$ cat config.mk
export PLATFORM = sky130hd
export DESIGN_NAME = neuron_param_fetcher
export DESIGN_NICKNAME = d
export VERILOG_FILES = /design/src/rtl/neuron_param_fetcher.sv
export SDC_FILE = /design/constraint.sdc
export NUM_CORES = 1
export LEC_CHECK = 0
export ABC_AREA = 1
export BUFFER_PORTS_ARGS = -buffer_cell sky130_fd_sc_hd__buf_2
export CAP_MARGIN = 5
export CORE_MARGIN = 5
export CORE_UTILIZATION = 40
export DETAILED_ROUTE_END_ITERATION = 10
export SLEW_MARGIN = 5
export SYNTH_ARGS = -nofsm -noshare
export SYNTH_HDL_FRONTEND = slang
export SYNTH_SLANG_ARGS = --single-unit
$ cat constraint.sdc
create_clock -name clk -period 1.6 [get_ports clk]
set_clock_uncertainty 0.15 [all_clocks]
set_input_delay 0.08 -clock clk [delete_from_list [all_inputs] [get_ports clk]]
set_output_delay 0.08 -clock clk [all_outputs]
set_load 0.03 [all_outputs]
$ cat src/rtl/neuron_param_fetcher.sv
// Fetches one neuron's bias and packed 4-bit weights from external flash and
// streams them to the MAC datapath over valid/ready handshakes.
module neuron_param_fetcher #(
   parameter int unsigned ADDR_W      = 16,
   parameter int unsigned DATA_W      = 16,
   parameter int unsigned READ_WAIT   = 2,
   parameter int unsigned HID_NEURONS = 8,
   parameter int unsigned HID_WORDS   = 36,
   parameter int unsigned OUT_NEURONS = 10,
   parameter int unsigned OUT_WORDS   = 2
) (
   input  logic              clk,
   input  logic              rst,
   input  logic              start,
   input  logic              layer,
   input  logic [3:0]        neuron_idx,
   input  logic [DATA_W-1:0] fm_data,
   output logic [ADDR_W-1:0] fm_address,
   output logic              fm_ce,
   output logic              fm_oe,
   output logic              fm_we,
   output logic [DATA_W-1:0] bias,
   output logic              bias_valid,
   input  logic              bias_ready,
   output logic [3:0]        weight,
   output logic              weight_valid,
   input  logic              weight_ready,
   output logic              busy,
   output logic              done,
   output logic              err
);

   localparam int unsigned WAIT_W = $clog2(READ_WAIT + 1);
   localparam int unsigned CNT_W  = $clog2(HID_WORDS + OUT_WORDS + 1);
   localparam int unsigned NIBS   = DATA_W / 4;
   localparam int unsigned NIB_W  = (NIBS > 1) ? $clog2(NIBS) : 1;

   localparam logic [ADDR_W-1:0] HID_STRIDE = ADDR_W'(HID_WORDS + 1);
   localparam logic [ADDR_W-1:0] OUT_STRIDE = ADDR_W'(OUT_WORDS + 1);
   localparam logic [ADDR_W-1:0] OUT_BASE   = ADDR_W'(HID_NEURONS * (HID_WORDS + 1));

   typedef enum logic [2:0] {
      S_IDLE,
      S_ADDR,
      S_BIAS,
      S_WEIGHT,
      S_DONE
   } state_t;

   state_t              state;
   logic [WAIT_W-1:0]   wait_cnt;
   logic [CNT_W-1:0]    words_left;
   logic [NIB_W-1:0]    nib_cnt;
   logic [DATA_W-1:0]   word_reg;
   logic                is_bias;

   logic                idx_valid;
   logic [ADDR_W-1:0]   base_addr;
   logic [CNT_W-1:0]    word_total;

   always_comb begin
      idx_valid  = 1'b0;
      base_addr  = '0;
      word_total = '0;
      if (layer) begin
         idx_valid  = 32'(neuron_idx) < OUT_NEURONS;
         base_addr  = OUT_BASE + ADDR_W'(neuron_idx) * OUT_STRIDE;
         word_total = CNT_W'(OUT_WORDS);
      end else begin
         idx_valid  = 32'(neuron_idx) < HID_NEURONS;
         base_addr  = ADDR_W'(neuron_idx) * HID_STRIDE;
         word_total = CNT_W'(HID_WORDS);
      end
   end

   assign fm_we = 1'b0;

   always_ff @(posedge clk) begin
      if (rst) begin
         state        <= S_IDLE;
         wait_cnt     <= '0;
         words_left   <= '0;
         nib_cnt      <= '0;
         word_reg     <= '0;
         is_bias      <= 1'b0;
         fm_address   <= '0;
         fm_ce        <= 1'b0;
         fm_oe        <= 1'b0;
         bias         <= '0;
         bias_valid   <= 1'b0;
         weight       <= '0;
         weight_valid <= 1'b0;
         busy         <= 1'b0;
         done         <= 1'b0;
         err          <= 1'b0;
      end else begin
         done <= 1'b0;
         err  <= 1'b0;
         case (state)
            S_IDLE: begin
               if (start) begin
                  if (idx_valid) begin
                     fm_address <= base_addr;
                     words_left <= word_total;
                     wait_cnt   <= '0;
                     is_bias    <= 1'b1;
                     fm_ce      <= 1'b1;
                     fm_oe      <= 1'b1;
                     busy       <= 1'b1;
                     state      <= S_ADDR;
                  end else begin
                     err <= 1'b1;
                  end
               end
            end
            S_ADDR: begin
               if (wait_cnt == WAIT_W'(READ_WAIT - 1)) begin
                  wait_cnt <= '0;
                  fm_ce    <= 1'b0;
                  fm_oe    <= 1'b0;
                  if (is_bias) begin
                     word_reg   <= fm_data;
                     bias       <= fm_data;
                     bias_valid <= 1'b1;
                     state      <= S_BIAS;
                  end else begin
                     // word_reg holds the not-yet-presented nibbles, MSB-aligned
                     word_reg     <= fm_data << 4;
                     weight       <= fm_data[DATA_W-1 -: 4];
                     weight_valid <= 1'b1;
                     nib_cnt      <= '0;
                     state        <= S_WEIGHT;
                  end
               end else begin
                  wait_cnt <= wait_cnt + 1'b1;
               end
            end
            S_BIAS: begin
               if (bias_ready) begin
                  bias_valid <= 1'b0;
                  is_bias    <= 1'b0;
                  fm_address <= fm_address + 1'b1;
                  fm_ce      <= 1'b1;
                  fm_oe      <= 1'b1;
                  state      <= S_ADDR;
               end
            end
            S_WEIGHT: begin
               if (weight_ready) begin
                  if (nib_cnt == NIB_W'(NIBS - 1)) begin
                     weight_valid <= 1'b0;
                     words_left   <= words_left - 1'b1;
                     if (words_left == CNT_W'(1)) begin
                        done  <= 1'b1;
                        state <= S_DONE;
                     end else begin
                        fm_address <= fm_address + 1'b1;
                        fm_ce      <= 1'b1;
                        fm_oe      <= 1'b1;
                        state      <= S_ADDR;
                     end
                  end else begin
                     nib_cnt  <= nib_cnt + 1'b1;
                     weight   <= word_reg[DATA_W-1 -: 4];
                     word_reg <= word_reg << 4;
                  end
               end
            end
            S_DONE: begin
               busy  <= 1'b0;
               state <= S_IDLE;
            end
            default: state <= S_IDLE;
         endcase
      end
   end

endmodule

Yosys cells after proc, flatten, opt, wreduce, memory -nomap -nowiden
Index checks and enable logic that the tools add are counted.
- bits in registers: 72
- output and inout port bits: 44
- $add $sub $neg: 5
- $mul: 2
- magnitude comparators: 2
- eq/ne operators: 17
- muxes and demuxes: 64
- bitwise operators: 5
- reductions and logical operators: 23
- operators with widths (operator ; number):
    2-to-1 mux 16 bit ; 10
    case mux 16 bit (3 select lines) ; 1
    case mux 16 bit (2 select lines) ; 1
    2-to-1 mux 6 bit ; 5
    2-to-1 mux 3 bit ; 7
    inequality test 2 bit (second input constant) ; 10
    2-to-1 mux 1 bit ; 18
    adder 16 x 1 -> 16 bit (second input constant) ; 1
    2-to-1 mux 4 bit ; 4
    AND reduction 5 bit ; 3
    2-to-1 mux 2 bit ; 7
    case mux 3 bit (4 select lines) ; 1
    case mux 6 bit (2 select lines) ; 1
    AND reduction 4 bit ; 3
    nonzero test 2 bit ; 6
    adder 9 x 6 -> 10 bit (first input constant) ; 1
    multiplier 4 x 6 -> 10 bit (second input constant) ; 1
    2-to-1 mux 10 bit ; 1
    AND reduction 3 bit ; 3
    less-than comparator 4 bit (second input constant) ; 2
    case mux 1 bit (2 select lines) ; 4
    case mux 2 bit (2 select lines) ; 2
    case mux 4 bit (2 select lines) ; 1
    AND reduction 8 bit ; 1
    other kinds (18) ; 24

Depth between registers and ports, before layout
- depth after elaboration: 6
- gate-level depth with buffers: 12
- gate-level depth less buffers: 12

Worst setup path after synthesis
No wires, ideal clock.
- path type: flip-flop to flip-flop
- start: register fm_address[0]
- end: register fm_address[8]
- library setup time: 71 ps
- arrival: 1662 ps
- path slack: -282 ps
- cell stages (with the launch flop): 9
- path buffers: 0
- clock period less this slack: 1882 ps
- cells stage by stage: dfxtp_1 > ha_1 > inv_1 > nor2_1 > nand2_1 > or2_2 > nand3_1 > nand3_1 > a21oi_1
- longest elaborated chain between the ends: 5
- elaborated cells on any way between the ends: 6
- ends and longest elaborated chain (element ; line ; text):
    from (decl) ; 18 ; output logic [ADDR_W-1:0] fm_address,
    from (signal assigned) ; 103 ; fm_address <= base_addr;
    from (signal assigned) ; 142 ; fm_address <= fm_address + 1'b1;
    from (signal assigned) ; 157 ; fm_address <= fm_address + 1'b1;
    adder 16 x 1 -> 16 bit * ; 142, 157 ;
    2-to-1 mux 16 bit ; 153 ; if (words_left == CNT_W'(1)) begin
    2-to-1 mux 16 bit ; 150 ; if (nib_cnt == NIB_W'(NIBS - 1)) begin
    2-to-1 mux 16 bit ; 149 ; if (weight_ready) begin
    case mux 16 bit (3 select lines) * ; 99 ; case (state)
Mark *: on every way between the ends. The rest lies on a longest branch, timed or not. The select of a mux whose other input is x is not followed.
A chain may end at the register's enable or synchronous reset.

Worst setup path after layout
- start: register words_left[1]
- end: register state[0]
- longest elaborated chain between the ends: 5
- ends and longest elaborated chain (element ; line ; text):
    from (decl) ; 52 ; logic [CNT_W-1:0] words_left;
    from (signal assigned) ; 104 ; words_left <= word_total;
    from (signal assigned) ; 152 ; words_left <= words_left - 1'b1;
    == test 6 x 1 -> 1 bit ; 153 ;
    2-to-1 mux 3 bit ; 153 ;
    2-to-1 mux 3 bit ; 150 ;
    2-to-1 mux 3 bit ; 149 ;
    case mux 3 bit (4 select lines) ; 99 ;
    to (signal assigned) ; 110 ; state <= S_ADDR;
    to (signal assigned) ; 155 ; state <= S_DONE;
    to (signal assigned) ; 160 ; state <= S_ADDR;
    to (decl) ; 50 ; state_t state;
Every way passes these cells. The select of a mux whose other input is x is not followed.

==> flow_summary.toml <==
[setup_path]
path_buf_inv = 4
arrival_ps = 1780
cp-start-kind = "register"
critPathRequiredTime_ps = 1700
rr_startpoint = "words_left[1]$_SDFFE_PP0P_"
cp_slowest_cell = "dfxtp_2"
reg2regPathDepth = 9
r2r_slack_ps = -80
worstSetupPathType = "reg2reg"
endpoint_kind = "register"
crit_family = "buffers and inverters"
rr_endpoint = "state[0]$_SDFFE_PP0P_"
critPathMaxStageDelay_ps = 340
path_max_fanout = 3
crit_top_cell = "inv_1"
crit_chain = "inv_2 > ha_4 > nor3b_2 > nand3_1 > buf_4 > inv_1 > o22ai_1 > o21ai_2 > inv_1"

[run]
maxCapViolCount = 0

[clock_tree]
cts_tree = "built"
cts.path.max_buffers = 2
clock_sinks = 72
cts_made_buffers = 9
clkLatencyLatePin_ps = 360
cts-root-buf = "clkbuf_8"
h-tree-depth = 3
path_clk_slew_ps = 70

[detailed_routing]
dr.pass1.iters = 5
drc = 0
wire_per_inst_um = 13.8
num_vias = 4508
finalWirelength_um = 12700
ant_nets = 0
via_per_inst = 4.92
drt-initial-drc-count = 218

[global_routing]
antenna_found_initial = 0
grt_pass1_wl_um = 20900
grt-ovfl-total = 0
grt_pass1_vias = 4493
grt_max_degree = 46
groute.usage.overall_pct = 20.1

[worst_hold_path]
holdPathEnd = "bias_valid$_SDFFE_PP0P_"
hold_path_depth = 4
min_from = "bias_ready"
hp-class = "in2reg"

[floorplan]
die_h_um = 111
start_util_pct = 40.5
ios = 70
dieWidth_um = 111
dieArea_mm2 = 0.0124
core_mm2 = 0.0102
rows = 37

[layout]
insertedDiodeCount = 0
fin_util_pct = 60.1
area_delta_synth_final_pct = 48.5
final_cells = 916
fill_cells = 927
drive_gt1_share_pct = 36.3
num-nets-final = 824

[place]
dp.cells = 858
dpl.hpwl_um = 8430
place.gp.congestion = 0.879
pre_cts_ws_ps = -425
io_buffers = 68

[sta]
fin_crit_ps = 1680
drv_slew = 0
post-route-period-util_pct = 105
setup_ws_ps = -81.2
setup_viol = 35
max_freq_mhz = 595
rsz0062_at_grt = "yes"
hold_violations = 0
setup_tns_ps = -973

[logic_synthesis]
synth_cells = 618
ys_warn_count = 0
synth_ff_type = "dfxtp_1"
ys_seq_area_share_pct = 35.0
post_synth_num_cell_types = 37
syn_nets = 666
syn_area_mm2 = 0.00412
syn_area_per_cell_um2 = 6.67
ys_async_sr_fraction_pct = 0
ys_ff_latch = 72
synth-edff-count = 0

[power]
peakVddDrop_uv = 909
power_density_mw_per_mm2 = 1400
p_leak_nw = 2.81

[outcome]
status = "finished, violations left"
violations = "setup timing"
metal layers:
| layer | share of wire, % | track usage (%) |
|---|---|---|
| met3 | 4.3 | 4.08 |
| met5 | 0 | 0 |
| met4 | 2.3 | 6.08 |
| met2 | 50 | 36.6 |
| met1 | 43 | 23.9 |
logic make-up after synthesis:
kind of cell | count (synthesis) | share of synthesized area [%]
AND/OR/NAND/NOR | 274 | 28.5
AO/OA/AOI/OAI | 141 | 17.5
buffers and inverters | 100 | 10.4
flip-flops | 72 | 35.0
adder cells (fa/ha/maj) | 22 | 6.86
XOR/XNOR | 8 | 1.70
other | 1 | 0.0910
tightest hold or removal path, cell delays in order:
cell,delay [ps]
buf_2,90
inv_1,70
o21ai_0,110
nor2_1,110
power by group:
group          switching, mW  total [mW]  internal, mW
combinational           2.62        4.47          1.85
clock                  0.752        1.47         0.720
sequential             0.408        2.65          2.24
metrics by stage:
step / total power [mW] / hold WS [ps] / area [um^2]
final: 8.59 / 4.66 / 6120
after global routing: 9.16 / 52.4 / 6120
after CTS: 8.09 / 10.0 / 5860
after detailed placement: 6.01 / 203 / 5040
after global placement: 5.96 / 200 / 5040
after floorplan: 4.89 / 7.97 / 4180
synth_stat cells (all sizes together), types with 5 or more instances:
| library cell | number | area (um^2) |
|---|---|---|
| nor2 | 75 | 304 |
| dfxtp | 72 | 1440 |
| clkbuf | 7 | 26.3 |
| o21ai | 81 | 405 |
| buf | 16 | 108 |
| inv | 75 | 282 |
| nand2 | 149 | 579 |
| nor3 | 8 | 40.0 |
| nand4 | 6 | 37.5 |
| ha | 21 | 263 |
| xor2 | 5 | 43.8 |
| a21oi | 55 | 279 |
| nand3 | 32 | 185 |
cell usage in the layout, fill, tap and decap left out, drive strengths merged, types with 2 or more instances in the layout:
cell and instances:
nand2 150, buf 150, o21ai 81, inv 77, nor2 77, dfxtp 72, a21oi 55, nand3 32
ha 21, dlygate4sd3 16, clkbuf 10, nor3 8, nand4 6, xor2 5, xnor2 3, clkinvlp 3
nand3b 2, clkinv 2
final cells by class:
cell class              count  area [um^2]  share of cell area, %
repair buffers            167         1310                   21.4
inverters                  77          310                   5.07
multi-input cells         449         2660                   43.5
well taps                 136          170                   2.78
clock buffers               9          124                   2.02
flip-flops and latches     72         1470                   24.1
clock inverters             6         68.8                   1.12
worst max path at each step:
stage                                from                          end  slack (ps)  depth (start not counted)
2_1_floorplan  fm_address[0]$_SDFFE_PP0P_   fm_address[8]$_SDFFE_PP0P_          -2                          8
3_3_place_gp   words_left[1]$_SDFFE_PP0P_   fm_address[9]$_SDFFE_PP0P_        -380                          9
3_5_place_dp        state[1]$_SDFFE_PP0P_   fm_address[3]$_SDFFE_PP0P_        -420                          7
4_1_cts             state[0]$_SDFFE_PP0P_  fm_address[11]$_SDFFE_PP0P_         -40                         11
5_1_grt             state[2]$_SDFFE_PP0P_  fm_address[11]$_SDFFE_PP0P_        -140                         10
6_report       words_left[1]$_SDFFE_PP0P_        state[0]$_SDFFE_PP0P_         -80                          9
what timing repair did:
item | in CTS | in global routing
buffers inserted | 17 | 6
hold buffers | 16 | 0
endpoints found under the hold margin | 20 | 0
gates cloned | 7 | 0
endpoints found under the setup margin | 67 | 67
pin swaps | 20 | 32
gates resized for setup | 74 | 91
No activity file was read; power rests on OpenSTA's default activity.
